--- config.mk ---
export PLATFORM = sky130hd
export DESIGN_NAME = uart_receiver
export DESIGN_NICKNAME = d
export VERILOG_FILES = /design/src/rtl/uart_receiver.sv
export SDC_FILE = /design/constraint.sdc
export NUM_CORES = 1
export LEC_CHECK = 0
export ABC_AREA = 1
export ABC_CLOCK_PERIOD_IN_PS = 1430
export BUFFER_PORTS_ARGS = -buffer_cell sky130_fd_sc_hd__buf_4
export CAP_MARGIN = 20
export CORE_MARGIN = 2
export CORE_UTILIZATION = 45
export CTS_BUF_LIST = sky130_fd_sc_hd__clkbuf_4 sky130_fd_sc_hd__clkbuf_8
export CTS_CLUSTER_DIAMETER = 50
export CTS_CLUSTER_SIZE = 12
export DETAILED_ROUTE_END_ITERATION = 8
export HOLD_SLACK_MARGIN = 0.06
export PLACE_DENSITY_LB_ADDON = 0.3
export SYNTH_ARGS = -nofsm -noshare
export SYNTH_HDL_FRONTEND = slang
export SYNTH_SLANG_ARGS = --single-unit
--- constraint.sdc ---
create_clock -name clk -period 1.43 [get_ports clk]
set_input_delay 0 -clock clk [delete_from_list [all_inputs] [get_ports clk]]
set_output_delay 0 -clock clk [all_outputs]
set_load 0.01 [all_outputs]
--- src/rtl/uart_receiver.sv ---
// ---------------------------------------------------------------------------
// uart_receiver
//   Serial-to-parallel UART receive stage. Recovers frames made of one start
//   bit, DATA_WIDTH data bits sent LSB first and one stop bit, using the
//   shared 16x oversampled baudTick. Each completed frame is presented on
//   dataOut together with a one-cycle rxDone strobe and a framing-error flag.
//
// Ports
//   clk       in   system clock
//   rstN      in   asynchronous active-low reset
//   baudTick  in   one-clk enable at 16x the bit rate
//   rx        in   serial line, idle high, asynchronous to clk
//   dataOut   out  last received word (held until the next completion)
//   rxDone    out  one-clk pulse when a frame completes
//   frameErr  out  stop bit of the last completed frame was sampled low
//   rxBusy    out  high while a frame is in progress
// ---------------------------------------------------------------------------
module uart_receiver #(
  parameter int DATA_WIDTH = 8
) (
  input  logic                  clk,
  input  logic                  rstN,
  input  logic                  baudTick,
  input  logic                  rx,
  output logic [DATA_WIDTH-1:0] dataOut,
  output logic                  rxDone,
  output logic                  frameErr,
  output logic                  rxBusy
);

  localparam int CNT_W = (DATA_WIDTH > 1) ? $clog2(DATA_WIDTH) : 1;
  localparam logic [CNT_W-1:0] LAST_BIT = CNT_W'(DATA_WIDTH - 1);

  typedef enum logic [1:0] {
    IDLE  = 2'd0,
    START = 2'd1,
    DATA  = 2'd2,
    STOP  = 2'd3
  } state_t;

  state_t                state;
  state_t                nextState;
  logic                  rxMeta;
  logic                  rxSync;
  logic [3:0]            tick;
  logic [CNT_W-1:0]      bitCnt;
  logic [DATA_WIDTH-1:0] shiftReg;
  logic                  midStart;
  logic                  midBit;

  // Start bit is judged halfway in (8 ticks); data/stop bits are sampled a
  // full bit period (16 ticks) after the previous sample point.
  assign midStart = baudTick && (tick == 4'd7);
  assign midBit   = baudTick && (tick == 4'd15);

  // Two-flop synchronizer; resets to the idle line level so a reset never
  // looks like a start edge.
  always_ff @(posedge clk or negedge rstN) begin
    if (!rstN) begin
      rxMeta <= 1'b1;
      rxSync <= 1'b1;
    end else begin
      rxMeta <= rx;
      rxSync <= rxMeta;
    end
  end

  // State register
  always_ff @(posedge clk or negedge rstN) begin
    if (!rstN) begin
      state <= IDLE;
    end else begin
      state <= nextState;
    end
  end

  // Next-state logic
  always_comb begin
    nextState = state;
    case (state)
      IDLE:    if (!rxSync) nextState = START;
      // A start bit that is high again by its midpoint was only a glitch.
      START:   if (midStart) nextState = rxSync ? IDLE : DATA;
      DATA:    if (midBit && (bitCnt == LAST_BIT)) nextState = STOP;
      // Leave at mid stop bit so the next start edge is caught promptly,
      // even with no idle gap between frames.
      STOP:    if (midBit) nextState = IDLE;
      default: nextState = IDLE;
    endcase
  end

  // Output logic
  always_comb begin
    rxBusy = (state != IDLE);
  end

  // Bit timing, shift register and output registers
  always_ff @(posedge clk or negedge rstN) begin
    if (!rstN) begin
      tick     <= '0;
      bitCnt   <= '0;
      shiftReg <= '0;
      dataOut  <= '0;
      frameErr <= 1'b0;
      rxDone   <= 1'b0;
    end else begin
      rxDone <= 1'b0;
      case (state)
        IDLE: begin
          tick <= '0;
        end
        START: begin
          if (midStart) begin
            tick   <= '0;
            bitCnt <= '0;
          end else if (baudTick) begin
            tick <= tick + 4'd1;
          end
        end
        DATA: begin
          if (midBit) begin
            // LSB arrives first, so shifting right from the MSB leaves the
            // word in natural order after DATA_WIDTH samples.
            shiftReg <= {rxSync, shiftReg[DATA_WIDTH-1:1]};
            tick     <= '0;
            if (bitCnt != LAST_BIT) bitCnt <= bitCnt + 1'b1;
          end else if (baudTick) begin
            tick <= tick + 4'd1;
          end
        end
        STOP: begin
          if (midBit) begin
            // The word is delivered even on a bad stop bit; the consumer
            // decides what to do with it.
            dataOut  <= shiftReg;
            frameErr <= ~rxSync;
            rxDone   <= 1'b1;
            tick     <= '0;
          end else if (baudTick) begin
            tick <= tick + 4'd1;
          end
        end
        default: begin
          tick <= '0;
        end
      endcase
    end
  end

endmodule

### After elaboration in Yosys (flattened, before gate mapping)

Index checks and enable logic that the tools add are counted.

| word-level totals | value |
|---|---|
| latch bits | 0 |
| flip-flop bits (word level) | 29 |
| memories kept | 0 |
| bits in read-only memories | 0 |
| memory bits (writable) | 0 |
| output and inout bits | 11 |

| cells by class | value |
|---|---|
| shift operators | 0 |
| equality and inequality tests | 13 |
| multiplexer cells | 16 |
| $add $sub $neg | 2 |
| bitwise operators | 1 |
| multipliers | 0 |
| reductions and logical operators | 11 |
| order comparisons | 0 |
| divide/modulo/power cells | 0 |

Operators by type and width:

| operator | number |
|---|---|
| two-way mux 4 bit | 3 |
| inequality test 2 bit, second input constant | 6 |
| one-hot mux 4 bit (3 select lines) | 1 |
| two-way mux 2 bit | 5 |
| two-way mux 3 bit | 3 |
| one-hot mux 2 bit (4 select lines) | 1 |
| AND reduction 4 bit | 2 |
| one-hot mux 3 bit (2 select lines) | 1 |
| adder 4 x 1 -> 4 bit, second input constant | 1 |
| == test 2 bit, second input constant | 2 |
| == test 4 x 3 -> 1 bit, second input constant | 1 |
| == test 4 bit, second input constant | 1 |
| AND reduction 2 bit | 2 |
| nonzero test 2 bit | 2 |
| adder 3 x 1 -> 3 bit, second input constant | 1 |
| == test 3 bit, second input constant | 1 |
| logical AND 1 bit | 3 |
| inequality test 3 bit, second input constant | 1 |
| == test 2 x 1 -> 1 bit, second input constant | 1 |
| zero test 2 bit | 1 |
| two-way mux 1 bit | 2 |
| OR reduction 2 bit | 1 |
| inverter 1 bit | 1 |

### Logic depth before layout (Yosys ltp)

| logic depth | value |
|---|---|
| word-level depth | 5 |
| gate-level depth with buffers | 10 |

### Worst setup path before layout

OpenSTA, ideal clock, no wires.

| timing path | value |
|---|---|
| kind | register to register |
| start | register tick[0] |
| end | register dataOut[3] |
| cell stages (with the launch flop) | 8 |
| clock period less this slack | 1.257 ns |
| path slack | 0.173 ns |
| arrival time | 1.139 ns |
| path buffers | 1 |
| data required time | 1.312 ns |
| cells stage by stage | dfrtp_1 -> ha_1 -> nand2_2 -> nor2_4 -> nand3_2 -> buf_6 -> nand2_1 -> o21ai_2 |

| on the way | value |
|---|---|
| cells in the longest elaborated chain, start to end | 3 |

RTL lines:

| what | line | text |
|---|---|---|
| from (decl) | 45 | `logic [3:0] tick;` |
| from (signal assigned) | 117 | `tick <= tick + 4'd1;` |
| from (signal assigned) | 128 | `tick <= tick + 4'd1;` |
| from (signal assigned) | 140 | `tick <= tick + 4'd1;` |
| == test 4 bit | 54 | `assign midBit = baudTick && (tick == 4'd15);` |
| logical AND 1 bit | 54 |  |
| AND reduction 2 bit (no source line) | -- |  |
| to (signal assigned) | 135 | `dataOut <= shiftReg;` |
| to (decl) | 25 | `output logic [DATA_WIDTH-1:0] dataOut,` |

No other way between the ends.
A chain may end at the register's enable or synchronous reset.

### Final worst setup path

| timing path | value |
|---|---|
| start | register tick[1] |
| end | register state[0] |

| on the way | value |
|---|---|
| cells in the longest elaborated chain, start to end | 5 |

RTL lines:

| what | line | text |
|---|---|---|
| == test 4 bit | 54 |  |
| logical AND 1 bit | 54 |  |
| logical AND 1 bit | 84 | `DATA: if (midBit && (bitCnt == LAST_BIT)) nextState = STOP;` |
| inequality test 2 bit (no source line) | -- |  |
| AND reduction 4 bit (no source line) * | -- |  |
| to (signal assigned) | 73 | `state <= nextState;` |
| to (decl) | 41 | `state_t state;` |

Mark *: on every way between the ends. The rest lies on a longest branch, timed or not.

==> summary by stage <==
Power and ir drop
The share of total power dissipated in the clock network is 0.313. The largest voltage drop on the vdd net is 1.11 mV. The fraction of power spent switching nets is 0.284. For this design the total switching power over the nets is 0.507 mW.

The internal power contribution is 1.28 mW. Summing internal, switching and leakage power gives 1.79 mW. The sequential group share of total power is 0.507. Power spread over the standard cell area amounts to 1130 nW/µm². The leakage power of the design is 0.853 nW. The combinational power share is 0.180.

Route
Wires add up to 2.42 mm. In the routed design, unresolved DRC markers number 0. The detail route stage leaves a number of antenna-violating nets equal to 0.

The number of vias after detailed routing is 986. Dividing the detail-routed wire length by the instance count gives 12.4 µm. The routed via count divided by cell count is 5.06. The number of optimization iterations in the first detailed-route pass is 4. For this block, the initial DRC count from the detailed router was 20.

Floorplanning
The die area is 3300 µm². The die is 57.4 µm tall. Pin placement for this block handled 15 I/O pins. In this run the horizontal extent of the chip is 57.4 µm. The core area is 2730 µm². The row count is 19. The initial core utilization is 0.470.

Synth
The flip-flop and latch count after synthesis is 29. The leading area contributor after synthesis is sky130_fd_sc_hd__dfrtp_1. Yosys mapped a number of flops with a built-in enable equal to 0. In this run the mean area of a mapped cell was 9.52 µm².

By count the netlist is led by sky130_fd_sc_hd__nand2_1, sky130_fd_sc_hd__dfrtp_1, sky130_fd_sc_hd__inv_1. The cell count after synthesis is 135. The dominant synthesized flop cell is sky130_fd_sc_hd__dfrtp_1. The register area share after synthesis is 0.567.

When the netlist entered floorplanning its net count stood at 142. The most frequent cell after synthesis is sky130_fd_sc_hd__nand2_1. The netlist area before placement is 1280 µm². During synthesis, Yosys emitted a total of 0 warnings. After synthesis, the netlist uses 24 different library cells.

In the post-synthesis netlist, the biggest area contributors are sky130_fd_sc_hd__dfrtp_1, sky130_fd_sc_hd__nand2_1, sky130_fd_sc_hd__o21ai_2, sky130_fd_sc_hd__inv_1, sky130_fd_sc_hd__dfstp_2. For this run, asynchronously set or reset flops after synthesis account for 1.00. Of the post-synthesis cell area, the dominant cell type holds 0.526.

Critical path
The worst register-to-register path has a depth of 5. STA classifies the critical path startpoint as a flip-flop. The gate family responsible for the most delay along the worst path is flip-flops. The slowest stage of the critical path is the sky130_fd_sc_hd__dfrtp_1 cell. Walking the worst path, the cells encountered are ha_2, nand2_2, o21ai_0, nand3_1, xor2_1. STA classifies the critical path endpoint as a flip-flop. Of all nets on the critical path, the largest fanout is 4. For the worst setup path, the data required time is 1.64 ns. The number of buffers and inverters on the critical path is 0. The worst path arrival time is 1.65 ns. The delay of the slowest cell on the worst path is 0.39 ns. In this run the critical register-to-register path is captured at state[0]. The category of the critical setup timing path is flip-flop to flip-flop. The launch point of the worst reg-to-reg path is tick[1].

The worst register-to-register path has a setup slack of -0.01 ns.

CTS
The number of buffers between clock root and the deepest sink is 2. The CTS H-tree depth is 2. At the later pin of the worst-skew pair, clock insertion delay measures 0.33 ns. Clock tree synthesis inserted a total of 5 buffers. The cell chosen for the clock root is sky130_fd_sc_hd__clkbuf_4. The clock transition at the registers of the reported paths is 0.09 ns.

The TritonCTS clock tree is yes. Clock tree synthesis found a total of 29 sinks.

Global routing
The final global-route overflow total is 0. The via count of the first global-routing pass is 898. The wire length of the first global-routing pass is 3.76 mm. The pin count of the biggest net entering global routing is 30. In the global route stage, overall resource usage came out at 0.154. The initial antenna violation count was 0.

Placed design
Detailed placement ended at an HPWL of 1.58 mm. The placer's final routability congestion estimate is 0.785. Timing analysis after detailed placement gives a worst setup slack of 0.0483 ns. After detailed placement, the total cell area comes to 1430 µm². The count of port buffers added during placement is 14.

Run status
The checks that failed: setup timing. The run finished, with violations left.

Timing
The final worst slack is -0.0142 ns. The final worst clock skew is 0.00894 ns. The number of max-slew violations in the final report is 0. The final period demand of the worst path is 1.44 ns. Setup repair after global routing could not meet its margin everywhere. Setup violations remaining at the end of the flow were counted as 1.

For this run, the top clock speed supported by timing is 692 MHz. The count of endpoints failing hold in the final timing report is 0. The worst hold slack after final layout is 0.121 ns.

In the finished design, the share of the clock period the worst path needs comes to 1.01. The actual slew at the worst max-slew pin is 0.365 ns. The tightest slew margin relative to the limit is 0.754.

Cells and area
Relative to the synthesized area, the layout overhead comes to 23.2%. The share of cells above drive strength 1 is 0.299. The utilization after layout is 0.579.

The diode insertion count for antenna repair is 0. The final net count is 170. After routing the design area is 1580 µm².

Job
Max-cap violations in this run came to 0.

Worst hold path
The tightest min-delay check is of the input port to asynchronous set/reset pin type.
==> kinds of logic (layout without fill, tap and decap cells) <==
| logic type | Yosys count | count (layout) | share of synthesized area |
|---|---|---|---|
| xor gates and xnor gates | 2 | 2 | 0.0136 |
| DFF | 29 | 29 | 0.567 |
| adders and majority gates | 3 | 3 | 0.0292 |
| muxes | 1 | 1 | 0.00779 |
| buffers and inverters | 20 | 48 | 0.0730 |
| AOI/OAI and AO/OA | 18 | 18 | 0.0906 |
| and+or+nand+nor | 62 | 63 | 0.219 |
==> power by group through the flow <==
stage                     combinational [mW]  clock [mW]  sequential [mW]
after global routing                   0.358       0.615            0.910
after CTS                              0.276       0.587            0.907
after floorplan                        0.179           0            0.911
final                                  0.322       0.559            0.906
after global placement                 0.250           0            0.918
after detailed placement               0.267           0            0.923
==> flip-flops by register name, indices dropped and copies added, names as in the netlist, named ones only <==
name,count
shiftReg,8
frameErr,1
dataOut,8
rxDone,1
state,1
tick,4
rxSync,1
rxMeta,1
bitCnt,3
==> final cells by class <==
| type | instances | area [µm²] |
|---|---|---|
| multi-input cells | 87 | 489 |
| well taps | 31 | 38.8 |
| repair buffers | 22 | 189 |
| inverters | 18 | 67.6 |
| flip-flops and latches | 29 | 728 |
| fillers | 235 | 1150 |
| clock buffers | 7 | 65.1 |
| clock inverters | 1 | 5.00 |
==> metrics by stage <==
step / TNS (ns) / std cells
6_report: -0.0142 / 195
5_1_grt: -0.455 / 195
4_1_cts: 0 / 191
3_5_place_dp: 0 / 180
3_3_place_gp: 0 / 180
2_1_floorplan: 0 / 135
==> repair_timing <==
action,4_1_cts,5_1_grt
setup buffers,0,3
hold buffers,3,0
resized for setup,0,7
hold endpoints to repair,33,0
endpoints found under the setup margin,0,16
==> worst max-delay path by stage <==
stage,start,end,cells past startpoint
floorplan,tick[0],dataOut[3],7
global placement,bitCnt[0],bitCnt[1],8
detailed placement,bitCnt[0],bitCnt[1],8
CTS,tick[0],bitCnt[1],10
global route,tick[1],state[0],5
finish,tick[1],state[0],5
==> cells in the final DEF, fill, tap and decap left out, drive strengths merged <==
cell,n
ha,3
mux2i,1
and2,1
inv,18
nand4,1
nor2,11
buf,19
dfstp,2
nand3,6
a21oi,1
xnor2,1
dfrtp,27
o21ai,17
clkinv,1
nand3b,1
dlygate4sd3,3
xor2,1
clkbuf,7
nor3,1
nand2,42
==> metal layers <==
metal,global-route usage,vias up,part of all wire
li1,-,477,-
met1,0.196,474,0.42
met2,0.235,25,0.49
met3,0.0612,10,0.053
met4,0.0598,0,0.034
met5,0,-,0
(Power assumes the default switching activity.)
